## src/rtl/tree_add_ctrl.sv

```systemverilog
// Sequencer for the T-lane combinational tree adder.
// Mode 0 chains every beat through the adder's element input to reduce the
// job to one scalar. Mode 1 issues lane-wise a+b and returns each result
// array through a one-entry output register.
module tree_add_ctrl #(
  parameter int T     = 16,
  parameter int WIDTH = 16,
  parameter int LEN_W = 12
) (
  input  logic                 i_clk,
  input  logic                 i_rst_n,
  input  logic                 i_start,
  input  logic                 i_mode,
  input  logic [2:0]           i_sec_lev,
  input  logic [LEN_W-1:0]     i_len,
  input  logic                 i_valid,
  output logic                 o_ready,
  input  logic [T*WIDTH-1:0]   i_data_a,
  input  logic [T*WIDTH-1:0]   i_data_b,
  output logic                 o_ta_mode,
  output logic [2:0]           o_ta_sec_lev,
  output logic [T*WIDTH-1:0]   o_ta_a,
  output logic [T*WIDTH-1:0]   o_ta_b,
  output logic [T*WIDTH-1:0]   o_ta_array,
  output logic [WIDTH-1:0]     o_ta_element,
  input  logic [T*WIDTH-1:0]   i_ta_array,
  input  logic [WIDTH-1:0]     i_ta_element,
  output logic                 o_valid,
  input  logic                 i_out_ready,
  output logic [T*WIDTH-1:0]   o_array,
  output logic [WIDTH-1:0]     o_element,
  output logic                 o_busy,
  output logic                 o_done
);

  typedef enum logic [1:0] {S_IDLE, S_RUN, S_DRAIN, S_DONE} state_t;

  state_t               state;
  logic                 mode_q;
  logic [2:0]           sec_q;
  logic [LEN_W-1:0]     cnt;
  logic [WIDTH-1:0]     acc;

  logic                 run, msb_clr, accept, pop;
  logic [WIDTH-1:0]     elem_m;

  logic [T-1:0][WIDTH-1:0] da, db, ta_a, ta_b, ta_sum, sum_m;

  assign da     = i_data_a;
  assign db     = i_data_b;
  assign ta_sum = i_ta_array;

  assign run     = (state == S_RUN);
  assign msb_clr = (sec_q == 3'd1);

  // In mode 0 o_valid is never set during RUN, so this is simply RUN there.
  assign o_ready = run & (!o_valid | i_out_ready);
  assign accept  = i_valid & o_ready;
  assign pop     = o_valid & i_out_ready;

  assign elem_m  = msb_clr ? {1'b0, i_ta_element[WIDTH-2:0]} : i_ta_element;

  // Per-lane operand gating and result masking
  for (genvar g = 0; g < T; g++) begin : g_lane
    tree_add_ctrl_lane #(.WIDTH(WIDTH)) u_lane (
      .run     (run),
      .msb_clr (msb_clr),
      .data_a  (da[g]),
      .data_b  (db[g]),
      .ta_sum  (ta_sum[g]),
      .ta_a    (ta_a[g]),
      .ta_b    (ta_b[g]),
      .sum_m   (sum_m[g])
    );
  end

  // Adder operands only carry data while beats are streaming
  assign o_ta_a       = ta_a;
  assign o_ta_b       = ta_b;
  assign o_ta_array   = ta_a;
  assign o_ta_element = acc;
  assign o_ta_mode    = mode_q;
  assign o_ta_sec_lev = sec_q;
  assign o_busy       = (state != S_IDLE);

  // Job FSM: latch job, stream beats, drain the result, pulse done
  always_ff @(posedge i_clk or negedge i_rst_n) begin
    if (!i_rst_n) begin
      state     <= S_IDLE;
      mode_q    <= 1'b0;
      sec_q     <= '0;
      cnt       <= '0;
      acc       <= '0;
      o_valid   <= 1'b0;
      o_array   <= '0;
      o_element <= '0;
      o_done    <= 1'b0;
    end else begin
      o_done <= 1'b0;
      case (state)
        S_IDLE: begin
          if (i_start) begin
            mode_q    <= i_mode;
            sec_q     <= i_sec_lev;
            cnt       <= i_len;
            acc       <= '0;
            o_valid   <= 1'b0;
            o_array   <= '0;
            o_element <= '0;
            if (i_len == '0) begin
              state  <= S_DONE;
              o_done <= 1'b1;
            end else begin
              state  <= S_RUN;
            end
          end
        end
        S_RUN: begin
          if (mode_q) begin
            // Reload on accept even when popping in the same cycle
            if (accept) begin
              o_array <= sum_m;
              o_valid <= 1'b1;
            end else if (pop) begin
              o_valid <= 1'b0;
            end
          end else if (accept) begin
            acc <= elem_m;
          end
          if (accept) begin
            cnt <= cnt - LEN_W'(1);
            if (cnt == LEN_W'(1)) begin
              state <= S_DRAIN;
              if (!mode_q) begin
                o_element <= elem_m;
                o_valid   <= 1'b1;
              end
            end
          end
        end
        S_DRAIN: begin
          if (pop) begin
            o_valid <= 1'b0;
            o_done  <= 1'b1;
            state   <= S_DONE;
          end
        end
        S_DONE: begin
          state  <= S_IDLE;
          acc    <= '0;
          mode_q <= 1'b0;
          sec_q  <= '0;
        end
        default: state <= S_IDLE;
      endcase
    end
  end

endmodule

// One adder lane: gate operands outside RUN, clear the MSB at sec_lev 1.
module tree_add_ctrl_lane #(
  parameter int WIDTH = 16
) (
  input  logic             run,
  input  logic             msb_clr,
  input  logic [WIDTH-1:0] data_a,
  input  logic [WIDTH-1:0] data_b,
  input  logic [WIDTH-1:0] ta_sum,
  output logic [WIDTH-1:0] ta_a,
  output logic [WIDTH-1:0] ta_b,
  output logic [WIDTH-1:0] sum_m
);
  assign ta_a  = run ? data_a : '0;
  assign ta_b  = run ? data_b : '0;
  assign sum_m = msb_clr ? {1'b0, ta_sum[WIDTH-2:0]} : ta_sum;
endmodule
```

## config.mk

```make
export PLATFORM = sky130hd
export DESIGN_NAME = tree_add_ctrl
export DESIGN_NICKNAME = d
export VERILOG_FILES = /design/src/rtl/tree_add_ctrl.sv
export SDC_FILE = /design/constraint.sdc
export NUM_CORES = 1
export LEC_CHECK = 0
export CORE_AREA = 3 3 723 725
export CTS_BUF_LIST = sky130_fd_sc_hd__clkbuf_8
export CTS_CLUSTER_DIAMETER = 100
export DETAILED_ROUTE_END_ITERATION = 10
export DIE_AREA = 0 0 726 728
export GPL_ROUTABILITY_DRIVEN = 0
export HOLD_SLACK_MARGIN = 0.12
export PLACE_DENSITY_LB_ADDON = 0.3
export SLEW_MARGIN = 15
export SYNTH_ARGS = -nofsm -noshare
export SYNTH_HDL_FRONTEND = slang
export SYNTH_SLANG_ARGS = --single-unit
```

## constraint.sdc

```tcl
create_clock -name i_clk -period 3.45 [get_ports i_clk]
set_input_delay 0.5175 -clock i_clk [delete_from_list [all_inputs] [get_ports i_clk]]
set_output_delay 0.5175 -clock i_clk [all_outputs]
set_load 0.02 [all_outputs]
```

==> impl_metrics.toml <==
[run_status]
run_status = "finished clean"

[detailed_routing]
wl_um = 339700
vias = 22260
drt_iter0_markers = 1332
first_pass_iters = 5
drcViolationCount = 0
detail-route-antenna-nets = 0
routedWlPerCell_um = 32.61
via_per_inst = 2.137

[global_routing]
antenna_found_initial = 283
grt_pass1_wl_um = 390000
grt_usage_pct = 12.26
grt_pass1_vias = 22240
grt.overflow.total = 0
grt_max_degree = 78

[synthesis]
synth_area_leader_cell = "dfrtp_1"
synthDominantCellAreaShare_pct = 44.15
synth_flop_cell = "dfrtp_1"
yosysMostFrequentCell = "and2_1"
synth_area_sq_um = 17460
async_flop_share_pct = 100.0
synth-seq-area-share_pct = 44.15
postSynthCellCount = 1753
yosys_warnings = 0
synth_edf_count = 0
synth_cell_types = 58
post_synth.cell_area_avg_sq_um = 9.960
synthTopCellsByCount = "and2_1, dfrtp_1, buf_4, a22o_1, clkbuf_1"
ys_seq_elements = 308
synth_area_leaders = "dfrtp_1, and2_1, a22o_1"
synth_nets = 2566

[die]
core_sq_um = 516600
die_y_um = 728
start_util_pct = 3.380
placementRows = 264
io_pins = 1869
die_area_sq_um = 528500
die_width_um = 726

[timing]
hold_viol = 0
clock-skew-final_ps = 52.88
slew_headroom_pct = 37.53
min_period_over_period_pct = 96.81
final-max-slew-violation-count = 0
tightestPinTransition_ps = 934.1
finalCriticalPeriod_ps = 3340
rsz0062_at_grt = "true"
setup_ws_ps = 110.0
setup_viol = 0
setup_tns_ps = 0
fmax_ghz = 0.2994

[clock_tree]
cts_tree = "yes"
clk_path_buf_depth = 3
clock_latency_ps = 790
cts_root_buf = "clkbuf_8"
clkTransAtPathRegs_ps = 60
cts_buffers = 60
clock_sink_count = 308
h-tree-depth = 2

[worst_setup_path]
crit_arrival_ps = 2820
start_kind = "register"
reg2reg_from = "state[1]"
endpoint_kind = "output port"
worstPathRequired_ps = 2930
r2r_end = "o_array[197]"
crit_family = "buffers and inverters"
path_cells = "inv_2, ha_4, buf_12, buf_16, and2_1, clkdlybuf4s15_1"
critPathKind = "register to output port"
cp_max_fo = 59
r2r_setup_slack_ps = 430
ff2ff_path_depth = 10
path_buf_inv = 4
critPathMaxStageDelay_ps = 520
worst_path_max_delay_cell = "clkdlybuf4s15_1"

[worst_hold_path]
hold_class = "primary input to register"
hold_end = "o_array[15]"
min_path_cells = 3
hold_start = "i_ta_array[15]"

[finish]
fillers = 60160
area.growth.synth_to_final_pct = 168.2
layout.nets = 4191
drive_gt1_share_pct = 20.90
final_core_util_pct = 9.065

[run]
timing.max_cap.violations = 0

[placement]
pre_cts_slack_ps = 446.4
io_buffers = 1868
place_hpwl_um = 311000

[power_and_ir_drop]
power_density_nw_per_um2 = 211.4
leakagePower_nw = 18.39
power.total_mw = 9.900
ir_worst_vdd_v = 0.0002192
report_power, final:
part	switching [mW]	internal, mW
Combinational	0.757	1.16
Sequential	0.0857	3.76
Clock	1.98	2.16
placed cells by master, fill, tap and decap left out, types with 8 or more instances in the layout:
cell type        netlist  layout
diode_2                0      79
clkbuf_8               0      71
and2_2                 0      39
o21ai_1               10      10
mux2i_1               36      36
buf_4                258     227
dfrtp_1              308     308
clkdlybuf4s15_1        0      17
a22o_1               241     241
clkdlybuf4s50_1        0    1101
o21ai_0               16      16
buf_12                 0     281
dlymetal6s2s_1         0      24
dlygate4sd2_1          0     246
nor2_1                13      13
a22oi_1               16      16
clkinv_2               0       8
inv_1                 42      57
clkbuf_2               0      10
a21oi_1               13      12
nand2_1               47      47
clkdlybuf4s15_2        0      29
and2_1               529     485
worst max-delay path by stage:
stage          startpoint         endpoint  slack [ps]  depth (start not counted)
3_3_place_gp      i_start    o_element[15]         390                          6
3_5_place_dp     state[1]      o_ta_a[188]         450                          5
2_1_floorplan    state[1]  o_ta_array[175]         890                          8
6_report         state[1]  o_ta_array[199]         110                          6
5_1_grt          state[1]      o_ta_a[103]         -40                          7
4_1_cts          state[1]      o_ta_b[142]        -170                          6
state kept, by name (all words and copies together), names as in the netlist:
register,count
o_array,256
o_element,16
o_ta_element,16
cnt,12
o_ta_sec_lev,3
state,2
o_done,1
o_ta_mode,1
o_valid,1
worst reg2reg max path: cells and delay by family, from the launching register on:
| family | cells | cell delay (ps) |
|---|---|---|
| flops | 1 | 440 |
| fa+ha+maj | 1 | 250 |
| compound gates | 1 | 260 |
| buf+inv | 7 | 1700 |
| simple gates | 1 | 310 |
cell type report:
class                      instances  area, sq um  share of cell area (%)
inverter                          44        166.4                  0.3553
clock inverter                    34        275.3                  0.5878
antenna                           79        197.7                  0.4221
multi-input combinational       1014         7197                   15.37
sequential                       308         7707                   16.46
tap                             6916         8653                   18.48
timing repair buffer            1950        21660                   46.24
clock buffer                      71        977.2                   2.087
logic make-up (layout without fill, tap and decap cells):
| group | count (synthesis) | after routing | synth area share (%) |
|---|---|---|---|
| AND/OR/NAND/NOR | 640 | 640 | 22.46 |
| multiplexers | 36 | 36 | 2.064 |
| adder cells (fa/ha/maj) | 8 | 8 | 0.5733 |
| AO/OA/AOI/OAI | 330 | 330 | 15.54 |
| flip-flops | 308 | 308 | 44.15 |
| other | 0 | 79 | 0 |
| buffers and inverters | 431 | 2099 | 15.21 |
per-layer routing:
metal	part of all wire [%]	GRT usage, %
met2	47	20.16
met5	0.45	1.447
met3	16	8.633
met4	3.9	3.912
met1	34	12.14
per-stage QoR:
step	hold WS [ps]	area, sq um	instances
6_report	294.4	46830	10420
2_1_floorplan	221.9	17460	1753
4_1_cts	148.1	46520	10330
3_3_place_gp	474.6	45320	10220
5_1_grt	227.3	46800	10400
3_5_place_dp	482.8	45320	10220
repair_timing:
item                                    4_1_cts  5_1_grt
gates cloned                                  2        2
pin swaps                                     0        0
gates resized for setup                     427       59
endpoints found under the setup margin      425       57
hold endpoints to repair                     92        0
hold buffers                                  1        0
buffers inserted                              4        1
(Power assumes the default switching activity.)
